`config.mk`:
```
export PLATFORM = sky130hd
export DESIGN_NAME = fixed_point_fir_mc
export DESIGN_NICKNAME = d
export VERILOG_FILES = /design/src/rtl/fixed_point_fir_mc.sv
export SDC_FILE = /design/constraint.sdc
export NUM_CORES = 1
export LEC_CHECK = 0
export BUFFER_PORTS_ARGS = -buffer_cell sky130_fd_sc_hd__buf_2
export CORE_MARGIN = 5
export CORE_UTILIZATION = 45
export CTS_CLUSTER_DIAMETER = 50
export DETAILED_ROUTE_END_ITERATION = 12
export PLACE_DENSITY_LB_ADDON = 0.15
export SETUP_SLACK_MARGIN = 0.3
export SLEW_MARGIN = 20
export SYNTH_ARGS = -nofsm -noshare
export SYNTH_HDL_FRONTEND = slang
export SYNTH_SLANG_ARGS = --single-unit
```
`constraint.sdc`:
```
create_clock -name CLK -period 11 [get_ports CLK]
set_input_delay 0.55 -clock CLK [delete_from_list [all_inputs] [get_ports CLK]]
set_output_delay 0.55 -clock CLK [all_outputs]
set_load 0.01 [all_outputs]
```
`src/rtl/fixed_point_fir_mc.sv`:
```
// Time-multiplexed multi-channel FIR: one shared MAC, one tap per cycle, per-channel delay lines,
// shared run-time coefficient RAM, round-half-up and saturate to Q(WIO.WFO) with sticky status.
module fixed_point_fir_mc #(
  parameter int unsigned TAPS = 4,
  parameter int unsigned NCH  = 2,
  parameter int unsigned WI1  = 4,
  parameter int unsigned WF1  = 5,
  parameter int unsigned WIC  = 4,
  parameter int unsigned WFC  = 5,
  parameter int unsigned WIO  = 8,
  parameter int unsigned WFO  = 5,
  localparam int unsigned CW  = (NCH > 1) ? $clog2(NCH) : 1,
  localparam int unsigned TW  = (TAPS > 1) ? $clog2(TAPS) : 1,
  localparam int unsigned WX  = WI1 + WF1,
  localparam int unsigned WC  = WIC + WFC,
  localparam int unsigned WO  = WIO + WFO
) (
  input  logic          CLK,
  input  logic          RESET,
  input  logic          in_valid,
  output logic          in_ready,
  input  logic [CW-1:0] in_channel,
  input  logic [WX-1:0] input_sample,
  input  logic          coeff_wr_en,
  input  logic [TW-1:0] coeff_addr,
  input  logic [WC-1:0] coeff_data,
  output logic          out_valid,
  input  logic          out_ready,
  output logic [CW-1:0] out_channel,
  output logic [WO-1:0] Filt_Out,
  output logic [1:0]    overFlow,
  input  logic          ovf_clr
);

  localparam int unsigned WP      = WX + WC;
  localparam int unsigned WA      = WP + $clog2(TAPS);
  localparam int unsigned SHIFT   = WF1 + WFC - WFO;
  localparam int unsigned RND_POS = (SHIFT > 0) ? SHIFT - 1 : 0;
  localparam int unsigned WS      = (WA + 1 > WO + 1) ? WA + 1 : WO + 1;

  localparam logic signed [WS-1:0] RND     = (SHIFT > 0) ? (WS'(1) << RND_POS) : '0;
  localparam logic signed [WS-1:0] SAT_MAX = {{(WS-WO+1){1'b0}}, {(WO-1){1'b1}}};
  localparam logic signed [WS-1:0] SAT_MIN = {{(WS-WO+1){1'b1}}, {(WO-1){1'b0}}};

  typedef enum logic [1:0] {IDLE = 2'd0, MAC = 2'd1, OUT = 2'd2} state_t;

  state_t state_q, state_d;

  logic signed [WX-1:0] dline_q [NCH][TAPS];
  logic signed [WC-1:0] coeff_q [TAPS];
  logic signed [WA-1:0] acc_q;
  logic [TW-1:0]        tap_q;
  logic [CW-1:0]        cur_ch_q;

  logic          in_ready_q, in_ready_d;
  logic          out_valid_q, out_valid_d;
  logic [CW-1:0] out_ch_q;
  logic [WO-1:0] filt_q;
  logic [1:0]    ovf_q;

  logic                 accept_c, ch_ok_c, addr_ok_c, coeff_wr_ok_c, coeff_rej_c;
  logic                 convert_c, sat_hi_c, sat_lo_c;
  logic signed [WP-1:0] prod_c;
  logic signed [WS-1:0] rnd_c, scaled_c;
  logic [WO-1:0]        filt_c;

  assign in_ready    = in_ready_q;
  assign out_valid   = out_valid_q;
  assign out_channel = out_ch_q;
  assign Filt_Out    = filt_q;
  assign overFlow    = ovf_q;

  // Handshake and write qualification
  assign accept_c      = in_valid && in_ready_q;
  assign ch_ok_c       = {1'b0, in_channel} < (CW+1)'(NCH);
  assign addr_ok_c     = {1'b0, coeff_addr} < (TW+1)'(TAPS);
  assign coeff_wr_ok_c = coeff_wr_en && addr_ok_c && (state_q == IDLE) && !accept_c;
  assign coeff_rej_c   = coeff_wr_en && addr_ok_c && !coeff_wr_ok_c;

  // First OUT cycle converts the finished accumulator into the output register
  assign convert_c = (state_q == OUT) && !out_valid_q;

  assign prod_c   = WP'(coeff_q[tap_q]) * WP'(dline_q[cur_ch_q][tap_q]);
  assign rnd_c    = WS'(acc_q) + RND;
  assign scaled_c = rnd_c >>> SHIFT;
  assign sat_hi_c = scaled_c > SAT_MAX;
  assign sat_lo_c = scaled_c < SAT_MIN;
  assign filt_c   = sat_hi_c ? WO'(SAT_MAX) : (sat_lo_c ? WO'(SAT_MIN) : WO'(scaled_c));

  always_ff @(posedge CLK) begin
    if (RESET) state_q <= IDLE;
    else       state_q <= state_d;
  end

  always_comb begin
    state_d = state_q;
    case (state_q)
      IDLE:    if (accept_c && ch_ok_c) state_d = MAC;
      MAC:     if (tap_q == TW'(TAPS - 1)) state_d = OUT;
      OUT:     if (out_valid_q && out_ready) state_d = IDLE;
      default: state_d = IDLE;
    endcase
  end

  always_comb begin
    in_ready_d  = (state_d == IDLE);
    out_valid_d = (state_q == OUT) && (state_d == OUT);
  end

  always_ff @(posedge CLK) begin
    if (RESET) begin
      in_ready_q  <= 1'b0;
      out_valid_q <= 1'b0;
    end else begin
      in_ready_q  <= in_ready_d;
      out_valid_q <= out_valid_d;
    end
  end

  // Delay lines, MAC and result registers
  always_ff @(posedge CLK) begin
    if (RESET) begin
      for (int c = 0; c < int'(NCH); c++)
        for (int t = 0; t < int'(TAPS); t++)
          dline_q[c][t] <= '0;
      acc_q    <= '0;
      tap_q    <= '0;
      cur_ch_q <= '0;
      out_ch_q <= '0;
      filt_q   <= '0;
      ovf_q    <= '0;
    end else begin
      if (accept_c && ch_ok_c) begin
        for (int t = int'(TAPS) - 1; t > 0; t--)
          dline_q[in_channel][t] <= dline_q[in_channel][t-1];
        dline_q[in_channel][0] <= $signed(input_sample);
        cur_ch_q <= in_channel;
      end
      if (accept_c)              acc_q <= '0;
      else if (state_q == MAC)   acc_q <= acc_q + WA'(prod_c);
      if (state_q == MAC) tap_q <= tap_q + TW'(1);
      else                tap_q <= '0;
      if (convert_c) begin
        filt_q   <= filt_c;
        out_ch_q <= cur_ch_q;
      end
      // Sets are ORed after the clear so a same-edge set survives ovf_clr
      ovf_q <= (ovf_clr ? 2'b00 : ovf_q) | {coeff_rej_c, convert_c && (sat_hi_c || sat_lo_c)};
    end
  end

  always_ff @(posedge CLK) begin
    if (RESET) begin
      for (int t = 0; t < int'(TAPS); t++) coeff_q[t] <= '0;
    end else if (coeff_wr_ok_c) begin
      coeff_q[coeff_addr] <= $signed(coeff_data);
    end
  end

endmodule

```
==> qor.txt <==
Deepest clock path buffer count -> 2
Largest net degree at the start of global routing -> 39
Seq/Total Area, Yosys -> 38.1%
Hold Startpoint -> coeff_wr_en
Non-Filler Instances -> 1365
Clock power frac -> 28.4%
Fin crit share -> 61.6%
IO buf count -> 44
P_int -> 1.38 mW
Initial antenna violation count -> 0
Max cap viols -> 0
Global-route wire length before repair -> 38300 µm
GRT Residual Overflow -> 0
Main synth FF type -> edfxtp_1
Number of CTS-inserted buffers -> 17
Total Wirelength -> 22300 µm
Vias in the first global route -> 7547
Dpl cells -> 1333
Post-Syn Instances -> 990
Worst Setup SP -> tap_q[0]
Tmin final -> 6.78 ns
Pleak -> 5.45 nW
Critical Path RT -> 11.35 ns
Row count -> 56
Slew @ Worst Pin -> 0.968 ns
Postcts setup bufs -> 0
Die height -> 165 µm
Crit path max-delay family -> adder cells
Final Cell Area -> 12000 µm²
First DRT Iteration DRCs -> 350
Cell taking the most area after synthesis -> edfxtp_1
Slowest CP cell -> fa_1
Worst relative slew slack -> 33.6%
Switch Pwr -> 0.833 mW
Final hold violation count -> 0
Max Freq -> 0.147 GHz
WL per Instance -> 16.3 µm
Io pins -> 45
Layout cells sized above 1 -> 13.8%
Synthesized flop and latch total -> 152
Clk sinks -> 152
# diodes -> 0
Worst hold path type -> in2reg
Post-cts gate resize count -> 0
Layout Nets -> 1204
Count leader, synth -> inv_1
Reg power frac -> 31.1%
Crit-path max FO -> 31
Syn Std Cell Area -> 10800 µm²
Final ANT Viol Nets -> 0
Data arrival, critical path -> 7.13 ns
Most common cell on crit path -> inv_1
FF-to-FF Start -> tap_q[0]
Synth warnings -> 0
Clock latency on the worst-skew pair -> 0.43 ns
Crit start category -> flop
DR vias/cell -> 5.18
RD Place Congestion -> 0.815
Switching share of power -> 37.6%
Final setup violation count -> 0
DRT Pass-1 Iters -> 5
CP max stage delay -> 0.66 ns
Synth area leaders -> edfxtp_1 (30%), fa_1 (17%), dfxtp_1 (8.1%), ha_1 (6.2%), mux4_2 (5.2%)
Max-slew violations -> 0
Overall Global Routing Usage -> 17.9%
Die span in x -> 165 µm
CTS root buf -> clkbuf_16
Comb pwr share -> 40.5%
Core area -> 23600 µm²
Initial core utilization -> 45.9%
Hold buffer count at cts -> 0
Dpl hpwl -> 16600 µm
Placed inst area -> 11400 µm²
Synth top cells by count -> inv_1 (140), edfxtp_1 (108), nand2_1 (91)
DR vias -> 7067
Power Density -> 184 nW/µm²
Netlist cell types -> 63
Post-synth EDFFs -> 108
Crit end category -> flop
Synthesized area per cell -> 10.9 µm²
Post-synthesis net count -> 1161
RSZ-0062 raised after global routing -> false
Worst path bufs/invs -> 7
Critical path, cell by cell -> buf_4 > mux2_2 > o21ai_1 > nand2b_1 > inv_1 > fa_1 > fa_1 > inv_1 > fa_1 > inv_1 > fa_1 > inv_1 > fa_1 > inv_1 > ha_1 > nand2_1 > nor2_1 > a211oi_1 > inv_1 > o31ai_1 > mux2i_1 > mux2i_1
Status -> completed
Clock skew -> 0.0208 ns
Ys async rst share -> 0%
H-tree depth -> 4
Worst vdd ir -> 0.146 mV
TritonCTS clock tree -> done
Setup_tns -> 0 ns
Die area -> 27300 µm²
Pwr Total -> 2.22 mW
Top cell type's share of synthesized area -> 29.9%
Setup CP Type -> reg2reg
DRC Markers -> 0
Clock transition at path regs -> 0.07 ns
Syn-to-layout area delta -> 11.3%
worst paths after layout:
check | to | slack, ns | depth (start not counted)
worst min register to register | Filt_Out[0] | 0.45 | 2
worst max register to register | acc_q[19] | 4.22 | 22
worst max-delay path | acc_q[19] | 4.22 | 22
worst min-delay path | overFlow[1] | 0.37 | 3
registers in the layout, summed over array words and instances, names as in the netlist, named ones only:
name         count
dline_q         72
coeff_q         36
acc_q           20
Filt_Out        13
overFlow         2
state_q          2
tap_q            2
cur_ch_q         1
in_ready         1
out_channel      1
out_valid        1
stage by stage:
| step | setup slack (ns) | hold slack [ns] | util [%] |
|---|---|---|---|
| after CTS | 4.16 | 0.345 | 51.0 |
| after global placement | 4.33 | 0.443 | 48.4 |
| after global routing | 3.68 | 0.392 | 51.0 |
| after detailed placement | 4.20 | 0.444 | 48.4 |
| final | 4.22 | 0.373 | 51.0 |
| after floorplan | 4.71 | 0.432 | - |
layer usage:
layer  up-vias  share of wire (%)  global-route usage, %
met5         -                  0                      0
met4         0               0.96                   4.12
met3        14                3.8                   3.05
met2       115                 48                   29.3
met1      3513                 47                   25.2
li1       3425                  -                      -
area by class of cell:
class	instances	area, µm²
fill	2153	11600
multi-input combinational	664	6050
clock buffer	17	425
sequential	152	4120
timing repair buffer	58	325
inverter	140	526
clock inverter	15	201
tap	319	399
layout by cell type, fill, tap and decap left out, types with 19 or more instances in the layout:
master / synthesis / final
a21o_1: 34 / 34
inv_1: 140 / 140
and2_1: 80 / 80
buf_2: 3 / 44
nand2_1: 91 / 91
o21ai_0: 20 / 19
nor2b_1: 24 / 24
dfxtp_1: 44 / 44
nor2_1: 33 / 33
edfxtp_1: 108 / 108
a21oi_1: 37 / 36
nand3_1: 20 / 20
mux4_2: 25 / 25
ha_1: 54 / 54
fa_1: 90 / 90
worst min-delay path: cells and delay by family:
kind / cells / cell delay [ns]
and+or+nand+nor: 1 / 0.08
AOI/OAI and AO/OA: 1 / 0.05
buffers and inverters: 1 / 0.08
cells by family (layout without fill, tap and decap cells):
kind of cell | after synthesis | in the layout | synth area share [%]
flops | 152 | 152 | 38.1
simple gates | 327 | 327 | 16.3
compound gates | 128 | 128 | 7.66
buf+inv | 174 | 230 | 6.30
xor+xnor | 21 | 21 | 1.70
fa+ha+maj | 144 | 144 | 22.9
mux | 44 | 44 | 7.06
power by group through the flow:
stage	registers, mW	logic (mW)	clock network [mW]
floorplan	0.683	0.727	0
global placement	0.701	0.900	0
detailed placement	0.701	0.906	0
CTS	0.688	0.914	0.644
global route	0.694	1.06	0.666
finish	0.688	0.898	0.631
(Power assumes the default switching activity.)
